==> src/rtl/count_capture_fifo.sv <==
// count_capture_fifo: snapshots a free-running counter on a strobe, tags each
// snapshot with a wrap tally and buffers it in a small valid/ready FIFO.
module count_capture_fifo #(
   parameter int CNT_W  = 6,
   parameter int DEPTH  = 4,
   parameter int WRAP_W = 8
) (
   input  logic                       clk,
   input  logic                       rst,
   input  logic [CNT_W-1:0]           count_in,
   input  logic                       capture,
   input  logic                       clr_overflow,
   output logic                       out_valid,
   input  logic                       out_ready,
   output logic [CNT_W-1:0]           out_count,
   output logic [WRAP_W-1:0]          out_wraps,
   output logic [$clog2(DEPTH):0]     level,
   output logic                       full,
   output logic                       empty,
   output logic                       overflow
);
   localparam int AW = $clog2(DEPTH);

   logic [CNT_W-1:0]  r_mem_cnt [DEPTH];
   logic [WRAP_W-1:0] r_mem_wrp [DEPTH];
   logic [AW-1:0]     r_wptr;
   logic [AW-1:0]     r_rptr;
   logic [AW:0]       r_level;
   logic [WRAP_W-1:0] r_wraps;
   logic [CNT_W-1:0]  r_prev;
   logic              r_ovf;

   logic              w_wrap_evt;
   logic [WRAP_W-1:0] w_wrap_next;
   logic              w_push;
   logic              w_pop;
   logic              w_drop;

   // Wrap is only the all-ones to zero step; other decreases are ignored.
   // Head outputs read zero when nothing is stored.
   always_comb begin
      w_wrap_evt  = (r_prev == '1) && (count_in == '0);
      w_wrap_next = r_wraps + WRAP_W'(w_wrap_evt);
      empty       = (r_level == '0);
      full        = (r_level == (AW+1)'(DEPTH));
      out_valid   = !empty;
      w_pop       = out_valid && out_ready;
      w_push      = capture && (!full || w_pop);
      w_drop      = capture && full && !w_pop;
      out_count   = empty ? '0 : r_mem_cnt[r_rptr];
      out_wraps   = empty ? '0 : r_mem_wrp[r_rptr];
      level       = r_level;
      overflow    = r_ovf;
   end

   // Storage slots need no reset; only pointers and level decide validity.
   always_ff @(posedge clk) begin
      if (w_push) begin
         r_mem_cnt[r_wptr] <= count_in;
         r_mem_wrp[r_wptr] <= w_wrap_next;
      end
   end

   // Pointers, level, wrap tally and sticky overflow; drop beats clear.
   always_ff @(posedge clk) begin
      if (rst) begin
         r_wptr  <= '0;
         r_rptr  <= '0;
         r_level <= '0;
         r_wraps <= '0;
         r_prev  <= '0;
         r_ovf   <= 1'b0;
      end else begin
         r_prev  <= count_in;
         r_wraps <= w_wrap_next;
         r_wptr  <= w_push ? r_wptr + 1'b1 : r_wptr;
         r_rptr  <= w_pop ? r_rptr + 1'b1 : r_rptr;
         r_level <= (w_push && !w_pop) ? r_level + 1'b1 :
                    (w_pop && !w_push) ? r_level - 1'b1 : r_level;
         r_ovf   <= w_drop ? 1'b1 : (clr_overflow ? 1'b0 : r_ovf);
      end
   end
endmodule
==> config.mk <==
export PLATFORM = sky130hd
export DESIGN_NAME = count_capture_fifo
export DESIGN_NICKNAME = d
export VERILOG_FILES = /design/src/rtl/count_capture_fifo.sv
export SDC_FILE = /design/constraint.sdc
export NUM_CORES = 1
export LEC_CHECK = 0
export CORE_UTILIZATION = 37
export CTS_CLUSTER_DIAMETER = 120
export DETAILED_ROUTE_END_ITERATION = 10
export PLACE_DENSITY_LB_ADDON = 0.12
export SLEW_MARGIN = 0
export SYNTH_ARGS = -nofsm -noshare
export SYNTH_HDL_FRONTEND = slang
export SYNTH_SLANG_ARGS = --single-unit
export TNS_END_PERCENT = 50
==> constraint.sdc <==
create_clock -name clk -period 4.35 [get_ports clk]
set_input_delay 1.305 -clock clk [delete_from_list [all_inputs] [get_ports clk]]
set_output_delay 1.305 -clock clk [all_outputs]
set_load 0.02 [all_outputs]
* Word level (Yosys, flattened, before mapping)
Memory sizes are Yosys's and may differ from the RTL's. A register that Yosys moved wholly into a read port is not among the register bits. Index checks and enable logic that the tools add are counted. Widths: inputs -> output; s select.
Word-level totals: register bits 22, latch bits 0, RAM bits 56, ROM bits 0, input port bits 11, output and inout bits 21, logic and storage cells 43, memories 2
Operators by class: add/subtract/negate cells 5, $mul 0, divide/modulo/power cells 0, magnitude comparators 0, eq/ne operators 2, shifts and indexed selects 0, muxes and demuxes 12, bitwise logic cells 0, reduce and logical (&&, ||, !) cells 16
Memories:
- r_mem_wrp | depth 4, width 8, rd ports 1, clocked after Yosys merged registers in 1, wr ports 1, line 25 | logic [WRAP_W-1:0] r_mem_wrp [DEPTH];
- r_mem_cnt | depth 4, width 6, rd ports 1, clocked after Yosys merged registers in 1, wr ports 1, line 24 | logic [CNT_W-1:0] r_mem_cnt [DEPTH];
Operator list (count):
- $add 8x1->8 | 1
- $mux 2 | 4
- $mux 8 | 1
- $logic_and 1x1->1 | 7
- $eq 6x6->1 const B | 1
- $logic_not 6->1 | 1
- $mux 3 | 2
- $mux 6 | 1
- $add 2x1->2 const B | 2
- $logic_not 1->1 | 4
- $mux 1 | 4
- $reduce_bool 2->1 | 2
- $add 3x1->3 const B | 1
- $eq 3x3->1 const B | 1
- $logic_not 3->1 | 1
- $sub 3x1->3 const B | 1
- $logic_or 1x1->1 | 1

* Longest topological paths before layout
Gate-level depths: netlist of run 1.
depth in word-level cells 9, depth in mapped cells 9, gate-level depth less buffers 8

* Least setup slack after synthesis of run 1
No wires, ideal clock.
kind input-to-reg, from input port count_in[0], to memory r_mem_wrp[0][6] (data pin), setup time 0.145 ns, arrival time 2.909 ns, required time 4.205 ns, slack 1.296 ns, stages 7, buffers on the path 0, cell sequence or4_1 > nor3_1 > ha_1 > ha_1 > nand3_1 > or3_1 > nand2_1
Between the ends: longest elaborated chain between the ends 3
RTL lines:
- start: declaration | line 10 | input logic [CNT_W-1:0] count_in,
- $logic_not 6->1 | line 42 | w_wrap_evt = (r_prev == '1) && (count_in == '0);
- $logic_and 1x1->1 | line 42
- $add 8x1->8 | line 43 | w_wrap_next = r_wraps + WRAP_W'(w_wrap_evt);
- via w_wrap_next[6] | line 34 | logic [WRAP_W-1:0] w_wrap_next;
- end: declaration | line 25
The timed path passes the listed nets, and every way through them passes these cells.

==> flow_metrics.env, run 1 <==
export IMPL_outcome="completed"
export IMPL_post_place_ws_ns=0.5664
export IMPL_drt_antenna_violating_nets=0
export IMPL_cts_tree="yes"
export IMPL_cts_hold_fix_buffers=0
export IMPL_yosysWarnings=0
export IMPL_critical_path_class="flip-flop to primary output"
export IMPL_hold_viol=0
export IMPL_synth_common_cells="edfxtp_1, nor2b_1, dfxtp_1"
export IMPL_placed_cells=333
export IMPL_whs_ns=0.5049
export IMPL_synth_seq_cells=80
export IMPL_die_w_microns=94.99
export IMPL_yosysMostFrequentCell="edfxtp_1"
export IMPL_area_growth_pct=18.62
export IMPL_postCtsResizedCells=0
export IMPL_worstPathMaxFanout=14
export IMPL_syn_nets=218
export IMPL_clock_skew_ns=0.009381
export IMPL_period_share_pct=82.83
export IMPL_cp_required_ns=3.04
export IMPL_wl_per_cell_microns=15.40
export IMPL_hpwl_mm=3.414
export IMPL_yosysTopAreaCell="edfxtp_1"
export IMPL_netlist_instances=199
export IMPL_timing_final_ws_setup_ns=0.7471
export IMPL_arrival_ns=2.30
export IMPL_cts_max_level=3
export IMPL_via_per_inst=4.802
export IMPL_drt_iter0_markers=82
export IMPL_fin_crit_ns=3.603
export IMPL_maxCapViolations=0
export IMPL_synth_edf_count=56
export IMPL_setup_viol=0
export IMPL_start_util_pct=38.55
export IMPL_vias=1676
export IMPL_numCtsBuffers=9
export IMPL_n_antenna_cell=0
export IMPL_ir_worst_vdd_v=0.0002123
export IMPL_root_buffer="clkbuf_8"
export IMPL_globalplace_congestion=0.6800
export IMPL_fin_nets=258
export IMPL_synth_async_reset_ratio_pct=0
export IMPL_tns_ns=0
export IMPL_slew_headroom_pct=45.11
export IMPL_yosys_cell_types_count=30
export IMPL_io_buffer_count=31
export IMPL_drt_pass1_iterations=4
export IMPL_fmax_mhz=277.6
export IMPL_cts_setup_buffers=0
export IMPL_grt_pass1_vias=1640
export IMPL_maxSlewViolCount=0
export IMPL_netlist_area_leader_share_pct=52.56
export IMPL_drive_above_1_share_pct=15.57
export IMPL_rows=33
export IMPL_wl_mm=5.374
export IMPL_worst_slew_pin_slew_ns=0.8234
export IMPL_rsz0062_at_grt="no"
export IMPL_antenna_found_initial=0
export IMPL_fin_cells=349
export IMPL_dieArea_sq_um=9023
export IMPL_clk_latency_ns=0.34
export IMPL_ys_seq_area_share_pct=67.58
export IMPL_yosys_top_cells_area="edfxtp_1, dfxtp_1, mux4_2"
export IMPL_cp_start_kind="flip-flop"
export IMPL_track_usage_pct=13.53
export IMPL_coreArea_sq_um=8299
export IMPL_synth_flop_cell="edfxtp_1"
export IMPL_io_pins=32
export IMPL_grt_max_degree=27
export IMPL_power_per_cell_area_nw_per_um2=571.6
export IMPL_overflow=0
export IMPL_cts_max_path_buffers=2
export IMPL_power_leakage_nw=1.286
export IMPL_min_path_type="flip-flop to flip-flop"
export IMPL_drc=0
export IMPL_clkSinkCount=80
export IMPL_grt_pass1_wl_mm=8.583
export IMPL_cp_end_kind="primary output"
export IMPL_path_clk_slew_ns=0.08
export IMPL_avgSynthCellArea_sq_um=16.08
export IMPL_die_h_microns=94.99
export IMPL_synthesis_area_sq_um=3199
==> layout by cell type, fill, tap and decap left out, drive strengths merged, types with 5 or more instances in the layout <==
master / count
a21oi: 5
buf: 6
clkbuf: 11
clkdlybuf4s50: 31
dfxtp: 24
edfxtp: 56
ha: 7
inv: 5
mux4: 14
nand2: 6
nor2: 9
nor2b: 28
xor2: 5
==> kinds of logic after synthesis <==
logic type / count (synthesis) / synth area share (%)
flops: 80 / 67.58
simple gates: 64 / 11.85
mux: 18 / 11.30
buf+inv: 12 / 2.190
compound gates: 10 / 1.799
fa+ha+maj: 8 / 3.363
xor+xnor: 7 / 1.916
==> routing by layer <==
layer / vias up / track usage, % / share of wire [%]
met5: - / 0 / 0
met4: 0 / 7.197 / 2.1
met3: 12 / 2.818 / 2.9
met2: 27 / 20.38 / 47
met1: 828 / 18.33 / 48
li1: 809 / - / -
==> flip-flops by register name, summed over array words and instances, names as in the netlist, named ones only <==
signal / flops
r_mem_wrp: 32
r_mem_cnt: 24
r_wraps: 8
r_prev: 6
level: 3
r_rptr: 2
r_wptr: 2
overflow: 1
==> where the power goes <==
part / internal (W) / total (W) / switching, W
logic: 0.000391 / 0.000765 / 0.000375
registers: 0.000886 / 0.000945 / 0.0000597
clock network: 0.000207 / 0.000459 / 0.000252
==> critical path: stages (launching register included) <==
cell and delay, ns:
dfxtp_1 0.81, mux4_2 0.33, nor2b_1 0.18, clkdlybuf4s50_1 0.63
==> cell type report <==
cell class	instances	area, sq um
clock buffers	11	131.4
fillers	723	4504
clock inverters	5	32.53
flip-flops and latches	80	2162
inverters	4	15.01
multi-input cells	107	967.2
well taps	105	131.4
repair buffers	37	355.3
==> metrics by stage <==
stage	cell area (sq um)	util (%)	power, W
global placement	3631	43.75	0.001744
CTS	3795	45.73	0.002209
detailed placement	3631	43.75	0.001748
floorplan	3199	-	0.001430
global route	3795	45.73	0.002296
finish	3795	45.73	0.002169
==> worst paths after layout <==
path | startpoint | end | slack (ns) | depth (start not counted)
hold reg to reg | r_rptr[1]$_SDFFE_PP0N_ | flip-flop | 0.50 | 2
setup / recovery | flip-flop | out_count[1] | 0.75 | 3
setup reg to reg | level[0]$_SDFFE_PP0P_ | level[2]$_SDFFE_PP0P_ | 2.14 | 9
hold / removal | r_rptr[1]$_SDFFE_PP0N_ | flip-flop | 0.50 | 2
No activity file was read; power rests on OpenSTA's default activity.
==> inputs of run 2 (changes only) <==
==> constraint.sdc (replaced) <==
create_clock -name clk -period 3.2 [get_ports clk]
set_input_delay 0.96 -clock clk [delete_from_list [all_inputs] [get_ports clk]]
set_output_delay 0.96 -clock clk [all_outputs]
set_load 0.02 [all_outputs]
==> run 2 against run 1 <==
Effect of this change: register-to-register slack got worse by 1.1 ns; clock power increased by 56%; count of clock-buffer cells in the layout decreased by 2; sequential share of layout area decreased by 1.8 points; non-clock buffer count increased by 10.
==> flow_metrics.env, run 2 (same netlist as run 1, synthesis figures left out) <==
export IMPL_overflow=0
export IMPL_rows=33
export IMPL_hold_viol=0
export IMPL_postCtsResizedCells=0
export IMPL_numCtsBuffers=9
export IMPL_maxCapViolations=0
export IMPL_layout_common_cells="edfxtp_1, clkdlybuf4s50_1, nor2b_1, dfxtp_1, buf_4"
export IMPL_power_per_cell_area_nw_per_um2=783.2
export IMPL_die_h_microns=94.99
export IMPL_ir_worst_vdd_v=0.0002640
export IMPL_rsz0062_at_grt="no"
export IMPL_layout_commonest_cell="edfxtp_1"
export IMPL_track_usage_pct=14.19
export IMPL_grt_pass1_wl_mm=9.087
export IMPL_vias=1681
export IMPL_drt_antenna_violating_nets=0
export IMPL_fmax_mhz=328.7
export IMPL_fillers=727
export IMPL_reg2regPathDepth=8
export IMPL_clock_skew_ns=0.006861
export IMPL_fin_cells=359
export IMPL_area_growth_pct=22.49
export IMPL_tns_ns=0
export IMPL_reg_top3="r_mem_wrp: 32 flops, r_mem_cnt: 24 flops, r_wraps: 8 flops"
export IMPL_drc=0
export IMPL_final_util_pct=47.22
export IMPL_slew_headroom_pct=56.67
export IMPL_r2r_start="level[0]$_SDFFE_PP0P_"
export IMPL_rrSetupSlack_ns=1.01
export IMPL_arrival_ns=2.08
export IMPL_critical_path_class="flip-flop to primary output"
export IMPL_holdCritStartpoint="r_rptr[1]$_SDFFE_PP0N_"
export IMPL_cp_end_kind="primary output"
export IMPL_largest_register="r_mem_wrp"
export IMPL_wl_mm=5.462
export IMPL_cts_max_path_buffers=2
export IMPL_period_share_pct=95.08
export IMPL_min_path_cells=2
export IMPL_whs_ns=0.5021
export IMPL_io_buffer_count=31
export IMPL_power_leakage_nw=1.356
export IMPL_cp_required_ns=2.24
export IMPL_cp_start_kind="flip-flop"
export IMPL_regArea_sq_um=2162
export IMPL_worstPathMaxFanout=14
export IMPL_cts_max_level=3
export IMPL_grt_pass1_vias=1681
export IMPL_worst_slew_pin_slew_ns=0.6479
export IMPL_drive_above_1_share_pct=20.08
export IMPL_n_antenna_cell=0
export IMPL_largest_reg_flops=32
export IMPL_multi_input_area_sq_um=972.2
export IMPL_globalplace_congestion=0.6476
export IMPL_path_clk_slew_ns=0.08
export IMPL_min_path_type="flip-flop to flip-flop"
export IMPL_dieArea_sq_um=9023
export IMPL_maxSlewViolCount=0
export IMPL_fin_crit_ns=3.042
export IMPL_fin_nets=268
export IMPL_clk_latency_ns=0.34
export IMPL_hpwl_mm=3.538
export IMPL_cts_hold_fix_buffers=0
export IMPL_via_per_inst=4.682
export IMPL_start_util_pct=38.55
export IMPL_cts_tree="yes"
export IMPL_cts_setup_buffers=0
export IMPL_antenna_found_initial=0
export IMPL_r2r_end="level[2]$_SDFFE_PP0P_"
export IMPL_die_w_microns=94.99
export IMPL_outcome="completed"
export IMPL_power_w=0.003069
export IMPL_drt_pass1_iterations=4
export IMPL_root_buffer="clkbuf_8"
export IMPL_setup_viol=0
export IMPL_placed_cells=343
export IMPL_grt_max_degree=17
export IMPL_coreArea_sq_um=8299
export IMPL_drt_iter0_markers=69
export IMPL_wl_per_cell_microns=15.21
export IMPL_io_pins=32
export IMPL_clkSinkCount=80
run 2: changes by cell type in the layout (fill, tap and decap cells not counted):
cell	delta
bufinv_16	+1
buf_4	+9
nor3_1	-1
clkinv_4	+1
nor3_2	+1
clkbuf_1	-2
buf_12	+1
run 2: power breakdown:
group / internal [W] / switching (W)
combinational: 0.000556 / 0.000523
clock: 0.000360 / 0.000355
sequential: 0.00120 / 0.0000724
run 2: layout make-up:
type / count / area share [%]
repair buffers: 47 / 11.30
clock buffers: 9 / 3.161
clock inverters: 7 / 1.820
multi-input cells: 107 / 24.81
inverters: 4 / 0.3831
well taps: 105 / 3.352
flip-flops and latches: 80 / 55.17
run 2: critical path, stage by stage, from the launching register on:
cell,delay [ns]
dfxtp_1,0.36
buf_12,0.18
mux4_2,0.52
nor2b_1,0.14
clkdlybuf4s50_1,0.53
run 2: how the worst max path moves through the flow:
stage,from,end,slack [ns]
global route,count_in[3],r_mem_wrp[1][6]$_DFFE_PP_,0.03
global placement,count_in[3],r_mem_wrp[0][6]$_DFFE_PP_,-0.16
floorplan,count_in[0],r_mem_wrp[0][6]$_DFFE_PP_,0.49
finish,flip-flop,out_wraps[1],0.16
detailed placement,count_in[3],r_mem_wrp[1][6]$_DFFE_PP_,-0.26
CTS,count_in[3],r_mem_wrp[0][6]$_DFFE_PP_,0.1
run 2: metal layers:
metal / vias to the layer above / track usage (%) / routed length (microns)
met3: 6 / 3.382 / 150
met2: 29 / 20.44 / 2550
li1: 827 / - / -
met4: 0 / 6.313 / 85
met5: - / 0 / 0
met1: 819 / 20.29 / 2677
run 2: stage by stage:
stage	setup slack [ns]	cell area, sq um
after floorplan	0.4911	3199
after global placement	-0.1639	3719
after CTS	0.09540	3914
final	0.1575	3919
after global routing	0.02691	3919
after detailed placement	-0.2627	3719
